**config.mk**
```make
export PLATFORM = sky130hd
export DESIGN_NAME = rd_logic
export DESIGN_NICKNAME = d
export VERILOG_FILES = /design/src/rtl/rd_logic_pkg.sv /design/src/rtl/rd_logic_frame_sel.sv /design/src/rtl/rd_logic.sv
export SDC_FILE = /design/constraint.sdc
export NUM_CORES = 1
export LEC_CHECK = 0
export CAP_MARGIN = 40
export CORE_UTILIZATION = 45
export DETAILED_ROUTE_END_ITERATION = 12
export PLACE_DENSITY = 0.8
export SETUP_SLACK_MARGIN = 0.4
export SLEW_MARGIN = 10
export SYNTH_ARGS = -nofsm -noshare
export SYNTH_HDL_FRONTEND = slang
export SYNTH_SLANG_ARGS = --single-unit
```
**constraint.sdc**
```tcl
create_clock -name clk -period 3.5 [get_ports clk]
set_clock_uncertainty 0.1 [all_clocks]
set_input_delay 0.35 -clock clk [delete_from_list [all_inputs] [get_ports clk]]
set_output_delay 0.35 -clock clk [all_outputs]
set_load 0.005 [all_outputs]
```
**src/rtl/rd_logic_pkg.sv**
```systemverilog
// rd_logic_pkg: frame-buffer constants and read-engine state encoding
package rd_logic_pkg;
  localparam logic [2:0] CMD_WR = 3'b000;
  localparam logic [2:0] CMD_RD = 3'b001;
  localparam int BURST_WORDS_DEF = 64;
  typedef enum logic [2:0] {IDLE, WAIT_BUF, REQ, CMD, DATA, DONE} rd_state_t;
endpackage

```
**src/rtl/rd_logic_frame_sel.sv**
```systemverilog
// rd_frame_sel: tracks the writer's most recently completed frame
module rd_frame_sel
  import rd_logic_pkg::*;
#(
  parameter int PTR_WIDTH = 2
) (
  input  logic                 clk,
  input  logic                 reset,
  input  logic                 i_writing,
  input  logic [PTR_WIDTH-1:0] iv_wr_frame_ptr,
  input  logic [PTR_WIDTH-1:0] iv_frame_depth,
  input  logic                 clr,
  output logic [PTR_WIDTH-1:0] last_ptr,
  output logic                 frame_valid
);
  logic writing_d;
  logic fall;
  assign fall = writing_d & ~i_writing;
  // a new completion outranks the clear issued when a read starts
  always_ff @(posedge clk or posedge reset)
    if (reset) begin
      writing_d   <= 1'b0;
      last_ptr    <= '0;
      frame_valid <= 1'b0;
    end else begin
      writing_d   <= i_writing;
      if (fall) last_ptr <= (iv_wr_frame_ptr > iv_frame_depth) ? '0 : iv_wr_frame_ptr;
      frame_valid <= fall | (frame_valid & ~clr);
    end
endmodule

```
**src/rtl/rd_logic.sv**
```systemverilog
// rd_logic: frame-buffer read engine issuing burst reads on MCB port 3 into the back buffer
module rd_logic
  import rd_logic_pkg::*;
#(
  parameter int DATA_WIDTH  = 32,
  parameter int PTR_WIDTH   = 2,
  parameter int BURST_WORDS = BURST_WORDS_DEF
) (
  input  logic                  clk,
  input  logic                  reset,
  input  logic                  i_rd_enable,
  input  logic [PTR_WIDTH-1:0]  iv_frame_depth,
  input  logic [18:0]           iv_frame_size,
  input  logic [PTR_WIDTH-1:0]  iv_wr_frame_ptr,
  input  logic                  i_writing,
  output logic [PTR_WIDTH-1:0]  ov_rd_frame_ptr,
  output logic [18:0]           ov_rd_addr,
  output logic                  o_reading,
  output logic                  o_rd_req,
  input  logic                  i_rd_ack,
  input  logic                  i_calib_done,
  output logic                  o_p3_cmd_en,
  output logic [2:0]            ov_p3_cmd_instr,
  output logic [5:0]            ov_p3_cmd_bl,
  output logic [29:0]           ov_p3_cmd_byte_addr,
  input  logic                  i_p3_cmd_full,
  input  logic                  i_p3_cmd_empty,
  output logic                  o_p3_rd_en,
  input  logic [DATA_WIDTH-1:0] iv_p3_rd_data,
  input  logic                  i_p3_rd_empty,
  output logic [DATA_WIDTH-1:0] ov_back_buf_din,
  output logic                  o_back_buf_wr_en,
  input  logic                  i_back_buf_pf
);
  localparam int CW = $clog2(BURST_WORDS);
  localparam logic [CW-1:0] LAST = CW'(BURST_WORDS - 1);
  rd_state_t state, state_n;
  logic [CW-1:0] wcnt;
  logic [18:0] size_m1;
  logic [PTR_WIDTH-1:0] last_ptr;
  logic frame_valid, start, unused_ok;
  assign unused_ok = i_p3_cmd_empty;
  assign ov_p3_cmd_instr = CMD_RD;
  assign ov_p3_cmd_bl = 6'(BURST_WORDS - 1);
  assign ov_p3_cmd_byte_addr = 30'({ov_rd_frame_ptr, ov_rd_addr, 8'h00});
  assign start = (state == IDLE) && (state_n == WAIT_BUF);
  rd_frame_sel #(.PTR_WIDTH(PTR_WIDTH)) u_frame_sel (
    .clk(clk), .reset(reset), .i_writing(i_writing), .iv_wr_frame_ptr(iv_wr_frame_ptr),
    .iv_frame_depth(iv_frame_depth), .clr(start), .last_ptr(last_ptr), .frame_valid(frame_valid)
  );
  always_ff @(posedge clk or posedge reset)
    if (reset) state <= IDLE;
    else state <= state_n;
  always_comb begin
    state_n = state;
    o_rd_req = 1'b0;
    o_p3_cmd_en = 1'b0;
    o_p3_rd_en = 1'b0;
    case (state)
      IDLE:     if (i_calib_done & i_rd_enable & frame_valid) state_n = WAIT_BUF;
      WAIT_BUF: if (!i_back_buf_pf) state_n = REQ;
      REQ: begin
        o_rd_req = 1'b1;
        if (i_rd_ack) state_n = CMD;
      end
      CMD: begin
        o_p3_cmd_en = !i_p3_cmd_full;
        if (!i_p3_cmd_full) state_n = DATA;
      end
      DATA: begin
        o_p3_rd_en = !i_p3_rd_empty;
        if (!i_p3_rd_empty && wcnt == LAST) state_n = (ov_rd_addr == size_m1) ? DONE : WAIT_BUF;
      end
      DONE:     state_n = IDLE;
      default:  state_n = IDLE;
    endcase
  end
  // the back-buffer write trails the FIFO pop by one cycle
  always_ff @(posedge clk or posedge reset)
    if (reset) begin
      wcnt             <= '0;
      size_m1          <= '0;
      ov_rd_frame_ptr  <= '0;
      ov_rd_addr       <= '0;
      o_reading        <= 1'b0;
      ov_back_buf_din  <= '0;
      o_back_buf_wr_en <= 1'b0;
    end else begin
      o_back_buf_wr_en <= o_p3_rd_en;
      if (o_p3_rd_en) begin
        ov_back_buf_din <= iv_p3_rd_data;
        wcnt            <= wcnt + 1'b1;
      end
      if (start) begin
        ov_rd_frame_ptr <= last_ptr;
        ov_rd_addr      <= '0;
        size_m1         <= (iv_frame_size == 19'd0) ? 19'd0 : iv_frame_size - 19'd1;
        wcnt            <= '0;
        o_reading       <= 1'b1;
      end else if (state == DATA && state_n == WAIT_BUF) begin
        ov_rd_addr <= ov_rd_addr + 19'd1;
      end
      if (state_n == DONE) o_reading <= 1'b0;
    end
endmodule

```
* After elaboration in Yosys (flattened, before gate mapping)
Cells that the tools add are included.
** Storage, ports and cells
- Output and inout bits :: 97
- Register bits :: 87
- Bits of input ports :: 65
- ROM bits :: 0
- Latch bits :: 0
- Bits in writable memories :: 0
- Logic and storage cells :: 58
- Memories :: 0
** Operators by class
- $add $sub $neg :: 3
- Shifts and indexed selects :: 0
- Muxes and demuxes :: 18
- Divide/modulo/power cells :: 0
- Bitwise operators :: 7
- Magnitude comparators :: 1
- Multipliers :: 0
- Reductions and logical operators :: 10
- Equal/unequal tests :: 8
** Operators by type and width (count)
- $mux 19 :: 3
- $add 19x1->19 const B :: 1
- $eq 19x19->1 :: 1
- $logic_not 19->1 :: 1
- $sub 19x1->19 const B :: 1
- $mux 3 :: 6
- $pmux 3 s5 :: 1
- $mux 6 :: 2
- $add 6x1->6 const B :: 1
- $eq 3x1->1 const B :: 2
- $eq 3x2->1 const B :: 2
- $eq 3x3->1 const B :: 2
- $eq 6x6->1 const B :: 1
- $reduce_bool 2->1 :: 3
- $mux 1 :: 5
- $and 1x1->1 :: 4
- $logic_and 1x1->1 :: 3
- $logic_not 3->1 :: 1
- $gt 2x2->1 :: 1
- $logic_not 1->1 :: 2
- $mux 2 :: 1
- $not 1->1 :: 2
- $or 1x1->1 :: 1

* Depth between registers and ports, before layout
- Depth in word-level cells :: 9
- Gate-level depth with buffers :: 8
- Depth with buffers taken out :: 7

* Modules after synthesis
A second synthesis with hierarchy kept.
** Second synthesis, totals
- Cells, all modules :: 444
- Area total of the unflattened synthesis :: 4548.1 µm²
** Modules (own cells, without submodules)
- rd_logic :: area each 4340.4 µm², sequential area each 2077.0 µm², times used 1, cells each 422
- rd_frame_sel :: area each 207.7 µm², sequential area each 100.1 µm², times used 1, cells each 22

* Least setup slack after synthesis
Ideal clock, no wire load.
- Path type :: reg-to-reg
- Start :: register wcnt[0]
- End :: register ov_rd_addr[6]
- Cell stages (with the launch flop) :: 9
- Data required time :: 3.322 ns
- Buffers on the path :: 2
- Path slack :: 1.181 ns
- Data arrival time :: 2.141 ns
- Cells stage by stage :: dfrtp_1 -> ha_1 -> or4b_1 -> buf_2 -> a221oi_4 -> o211ai_4 -> buf_6 -> or3_1 -> a21oi_1
** On the way
- Longest elaborated chain between the ends :: 7
** Ends and longest elaborated chain
- from (decl) :: line rd_logic.sv:38 : logic [CW-1:0] wcnt;
- from (signal assigned) :: line rd_logic.sv:92 : wcnt <= wcnt + 1'b1;
- $eq 6x6->1 * :: line rd_logic.sv:72 : if (!i_p3_rd_empty && wcnt == LAST) state_n = (ov_rd_addr == size_m1) ? DONE : WAIT_BUF;
- $logic_and 1x1->1 * :: line rd_logic.sv:72
- $mux 3 * :: line rd_logic.sv:72
- $pmux 3 s5 * :: line rd_logic.sv:59 : case (state)
- $eq 3x1->1 * :: line rd_logic.sv:46, rd_logic.sv:100
- $logic_and 1x1->1, on equally long branches :: line rd_logic.sv:46, rd_logic.sv:100
- $mux 19 or $reduce_bool 2->1 (tied branches)
- to (signal assigned) :: line rd_logic.sv:101 : ov_rd_addr <= ov_rd_addr + 19'd1;
- to (decl) :: line rd_logic.sv:17 : output logic [18:0] ov_rd_addr,
Mark *: on every way between the ends. The rest lies on a longest branch, timed or not.
A chain may end at the register's enable or synchronous reset.

* Worst setup path after layout
- Start :: register state[2]
- End :: output port o_p3_rd_en
** On the way
- Longest elaborated chain between the ends :: 2
** Ends and longest elaborated chain
- from (decl) :: line rd_logic.sv:37 : rd_state_t state, state_n;
- from (signal assigned) :: line rd_logic.sv:53 : else state <= state_n;
- $eq 3x3->1 :: line rd_logic.sv:59
- $mux 1 :: line rd_logic.sv:59
- to (decl) :: line rd_logic.sv:28 : output logic o_p3_rd_en,
Every way passes these cells.

==> flow_results.xml <==
<?xml version="1.0" encoding="UTF-8"?>
<metrics>
  <group name="synth">
    <metric name="netlist_instances" unit="">438</metric>
    <metric name="synth.distinct_cells" unit="">51</metric>
    <metric name="ys_dominant_reg_cell" unit="">sky130_fd_sc_hd__dfrtp_1</metric>
    <metric name="async_flop_share" unit="%">100</metric>
    <metric name="post_synth_edffs" unit="">0</metric>
    <metric name="syn-cell-area" unit="mm²">0.00455</metric>
    <metric name="synth.yosys.seq_area_share" unit="%">47.9</metric>
    <metric name="synth.avg_cell_area" unit="µm²">10.4</metric>
    <metric name="synth.ff_latch_count" unit="">87</metric>
    <metric name="synth.yosys.warnings" unit="">0</metric>
  </group>
  <group name="critical_path">
    <metric name="worst-endpoint-arrival" unit="ns">2.29</metric>
    <metric name="critical_path.max_fanout" unit="">18</metric>
    <metric name="end_kind" unit="">primary output</metric>
    <metric name="timing.critical_path.from_type" unit="">flip-flop</metric>
    <metric name="timing.reg2reg.worst_path_depth" unit="">6</metric>
    <metric name="critical_path_class" unit="">flip-flop to primary output</metric>
    <metric name="crit_required" unit="ns">3.05</metric>
  </group>
  <group name="clocking">
    <metric name="numCtsBuffers" unit="">9</metric>
    <metric name="clkSlewWorstSetupHoldPaths" unit="ns">0.09</metric>
    <metric name="cts_tree" unit="">built</metric>
    <metric name="cts.htree.levels" unit="">3</metric>
    <metric name="cts_post_setup_buffers_inserted" unit="">0</metric>
    <metric name="cts_max_path_buffers" unit="">2</metric>
    <metric name="post_cts_hold_buffer_count" unit="">0</metric>
    <metric name="worstSkewPairLatency" unit="ns">0.36</metric>
    <metric name="clk_root_buffer_cell" unit="">sky130_fd_sc_hd__clkbuf_8</metric>
    <metric name="cts.sinks" unit="">87</metric>
    <metric name="postCtsResizedCells" unit="">0</metric>
  </group>
  <group name="global_route">
    <metric name="via_count_of_the_first_global_routing_pass" unit="">3501</metric>
    <metric name="largest_net_degree_at_the_start_of_global_routing" unit="">45</metric>
    <metric name="leftover_overflow_at_the_end_of_global_routing" unit="">0</metric>
    <metric name="gr-usage-all-layers" unit="%">20.9</metric>
    <metric name="initial_antenna_violation_count" unit="">0</metric>
    <metric name="global_route_wire_length_before_repair" unit="µm">16800</metric>
  </group>
  <group name="floorplan">
    <metric name="initial_core_util" unit="%">46.5</metric>
    <metric name="num_io_pins" unit="">162</metric>
    <metric name="rows" unit="">36</metric>
    <metric name="core-area" unit="mm²">0.00977</metric>
    <metric name="floorplan.die.height" unit="µm">103</metric>
    <metric name="die_x" unit="µm">103</metric>
    <metric name="design.die.area" unit="mm²">0.0105</metric>
  </group>
  <group name="route">
    <metric name="detailed_routing_iteration_count_for_the_pre_antenna_repair_pass" unit="">5</metric>
    <metric name="post_detailed_route_via_to_cell_ratio" unit="">5.15</metric>
    <metric name="dr_total_vias" unit="">3587</metric>
    <metric name="ant_nets" unit="">0</metric>
    <metric name="post_drt_wl_per_cell" unit="µm">15.1</metric>
    <metric name="detail_route.iter0.violations" unit="">124</metric>
    <metric name="finalWirelength" unit="µm">10500</metric>
    <metric name="detail_route.drc_violations" unit="">0</metric>
  </group>
  <group name="finish">
    <metric name="layout.nets" unit="">628</metric>
    <metric name="layout-drive-gt1-share" unit="%">11.5</metric>
    <metric name="syn2layout_area_growth" unit="%">33.5</metric>
    <metric name="mostFrequentLayoutCell" unit="">sky130_fd_sc_hd__clkdlybuf4s50_1</metric>
    <metric name="final_core_utilization" unit="%">62.1</metric>
    <metric name="insertedDiodeCount" unit="">0</metric>
    <metric name="fin_cells" unit="">696</metric>
    <metric name="final.fill_count" unit="">836</metric>
    <metric name="final_cell_mix" unit="">142 x sky130_fd_sc_hd__clkdlybuf4s50_1, 87 x sky130_fd_sc_hd__dfrtp_1, 45 x sky130_fd_sc_hd__nand2_1, 32 x sky130_fd_sc_hd__mux2_2, 27 x sky130_fd_sc_hd__xor2_1</metric>
  </group>
  <group name="sta">
    <metric name="max_freq" unit="GHz">0.365</metric>
    <metric name="finalHoldWorstSlack" unit="ns">0.313</metric>
    <metric name="final-max-slew-violation-count" unit="">0</metric>
    <metric name="final_hold_viol_count" unit="">0</metric>
    <metric name="final.setup.tns" unit="ns">0</metric>
    <metric name="rsz0062_at_grt" unit="">no</metric>
    <metric name="layout_worst_path_cycle_share" unit="%">78.2</metric>
    <metric name="timing.final.crit_period" unit="ns">2.74</metric>
    <metric name="max_slew_margin" unit="%">50.6</metric>
    <metric name="worstMarginPinSlew" unit="ns">0.740</metric>
    <metric name="finalSetupViolCount" unit="">0</metric>
  </group>
  <group name="run_status">
    <metric name="status" unit="">finished, final reports clean</metric>
  </group>
  <group name="power_and_ir_drop">
    <metric name="total_power" unit="mW">3.91</metric>
    <metric name="power.density" unit="mW/mm²">644</metric>
    <metric name="leakage_power" unit="nW">2.56</metric>
    <metric name="ir_drop" unit="µV">294</metric>
  </group>
  <group name="worst_hold_path">
    <metric name="holdCritPathClass" unit="">primary input to async pin</metric>
  </group>
  <group name="placement">
    <metric name="dpl.cell_count" unit="">679</metric>
    <metric name="post-dp-hpwl" unit="µm">7790</metric>
    <metric name="routabilityCongestion" unit="">0.808</metric>
    <metric name="io_buffers" unit="">142</metric>
  </group>
  <group name="flow_run">
    <metric name="cap_viol_max_count" unit="">0</metric>
  </group>
</metrics>
[area by class of cell]
cell class | count | area, µm² | share of cell area, %
Clock buffer | 9 | 124 | 2.04
Clock inverter | 7 | 65.1 | 1.07
Inverter | 11 | 42.5 | 0.701
Multi-Input combinational cell | 301 | 2030 | 33.4
Sequential cell | 87 | 2180 | 35.9
Tap cell | 133 | 166 | 2.74
Timing Repair Buffer | 148 | 1470 | 24.2
[sequential cells by signal, indices dropped and copies added, names as in the netlist]
signal and count:
o_back_buf_wr_en 1, o_reading 1, ov_back_buf_din 32, ov_rd_addr 19, ov_rd_frame_ptr 2, size_m1 19
state 3, u_frame_sel.frame_valid 1, u_frame_sel.last_ptr 2, u_frame_sel.writing_d 1, wcnt 6
[power by group]
part	switching, mW	internal (mW)
combinational	0.604	0.946
clock	0.405	0.275
sequential	0.296	1.38
total	1.30	2.61
[cells in the mapped netlist (all sizes together), types with 6 or more instances]
library cell  number  share of area [%]
mux2              32                7.9
or4                6               0.99
nand3              7               0.77
nand4              7               0.96
xor2              27                5.2
or3               14                1.9
a21oi             18                2.0
inv               11               0.91
dfrtp             87                 48
nor4               6               0.96
xnor2             11                2.1
nor2              22                1.8
nand2             45                3.7
o21ai             34                3.7
buf               46                7.4
clkbuf             9               0.74
[metrics by stage]
stage | setup slack (ns) | instance area, µm²
2_1_floorplan | 0.800 | 4610
3_3_place_gp | 0.496 | 5870
3_5_place_dp | 0.406 | 5870
4_1_cts | 0.625 | 6060
5_1_grt | 0.586 | 6070
6_report | 0.761 | 6070
[metal layers]
metal | global-route usage [%] | share of wire [%] | vias up
met3 | 3.93 | 4.5 | 17
met1 | 26.8 | 43 | 1744
li1 | - | - | 1713
met4 | 6.59 | 1.8 | 0
met5 | 0 | 0 | -
met2 | 35.7 | 51 | 113
[cells by family (layout without fill, tap and decap cells)]
kind of cell             count (synthesis)  after routing  share of synthesized area (%)
flip-flops                              87             87                           47.9
AND/OR/NAND/NOR                        131            131                           14.8
buffers and inverters                   66            175                           9.03
other                                    2             18                          0.165
adder cells (fa/ha/maj)                  5              5                           1.38
XOR/XNOR                                38             38                           7.32
multiplexers                            34             34                           8.37
AO/OA/AOI/OAI                           75             75                           11.1
[path summary, 6_finish.rpt]
kind                                          from                      end  slack (ns)
setup / recovery                          state[2]               o_p3_rd_en        0.76
hold / removal                               reset                  wcnt[0]        0.31
max in group asynchronous                    reset       ov_back_buf_din[5]        2.19
min in group clk                         i_writing    u_frame_sel.writing_d        0.35
setup reg to reg                           wcnt[0]            ov_rd_addr[8]        0.88
hold reg to reg            u_frame_sel.frame_valid  u_frame_sel.frame_valid        0.40
[critical path: stages, from the launching register on]
cell	delay, ns
sky130_fd_sc_hd__dfrtp_1	0.69
sky130_fd_sc_hd__nand2_1	0.22
sky130_fd_sc_hd__nor2_4	0.42
sky130_fd_sc_hd__clkdlybuf4s50_1	0.59
(Power assumes the default switching activity.)
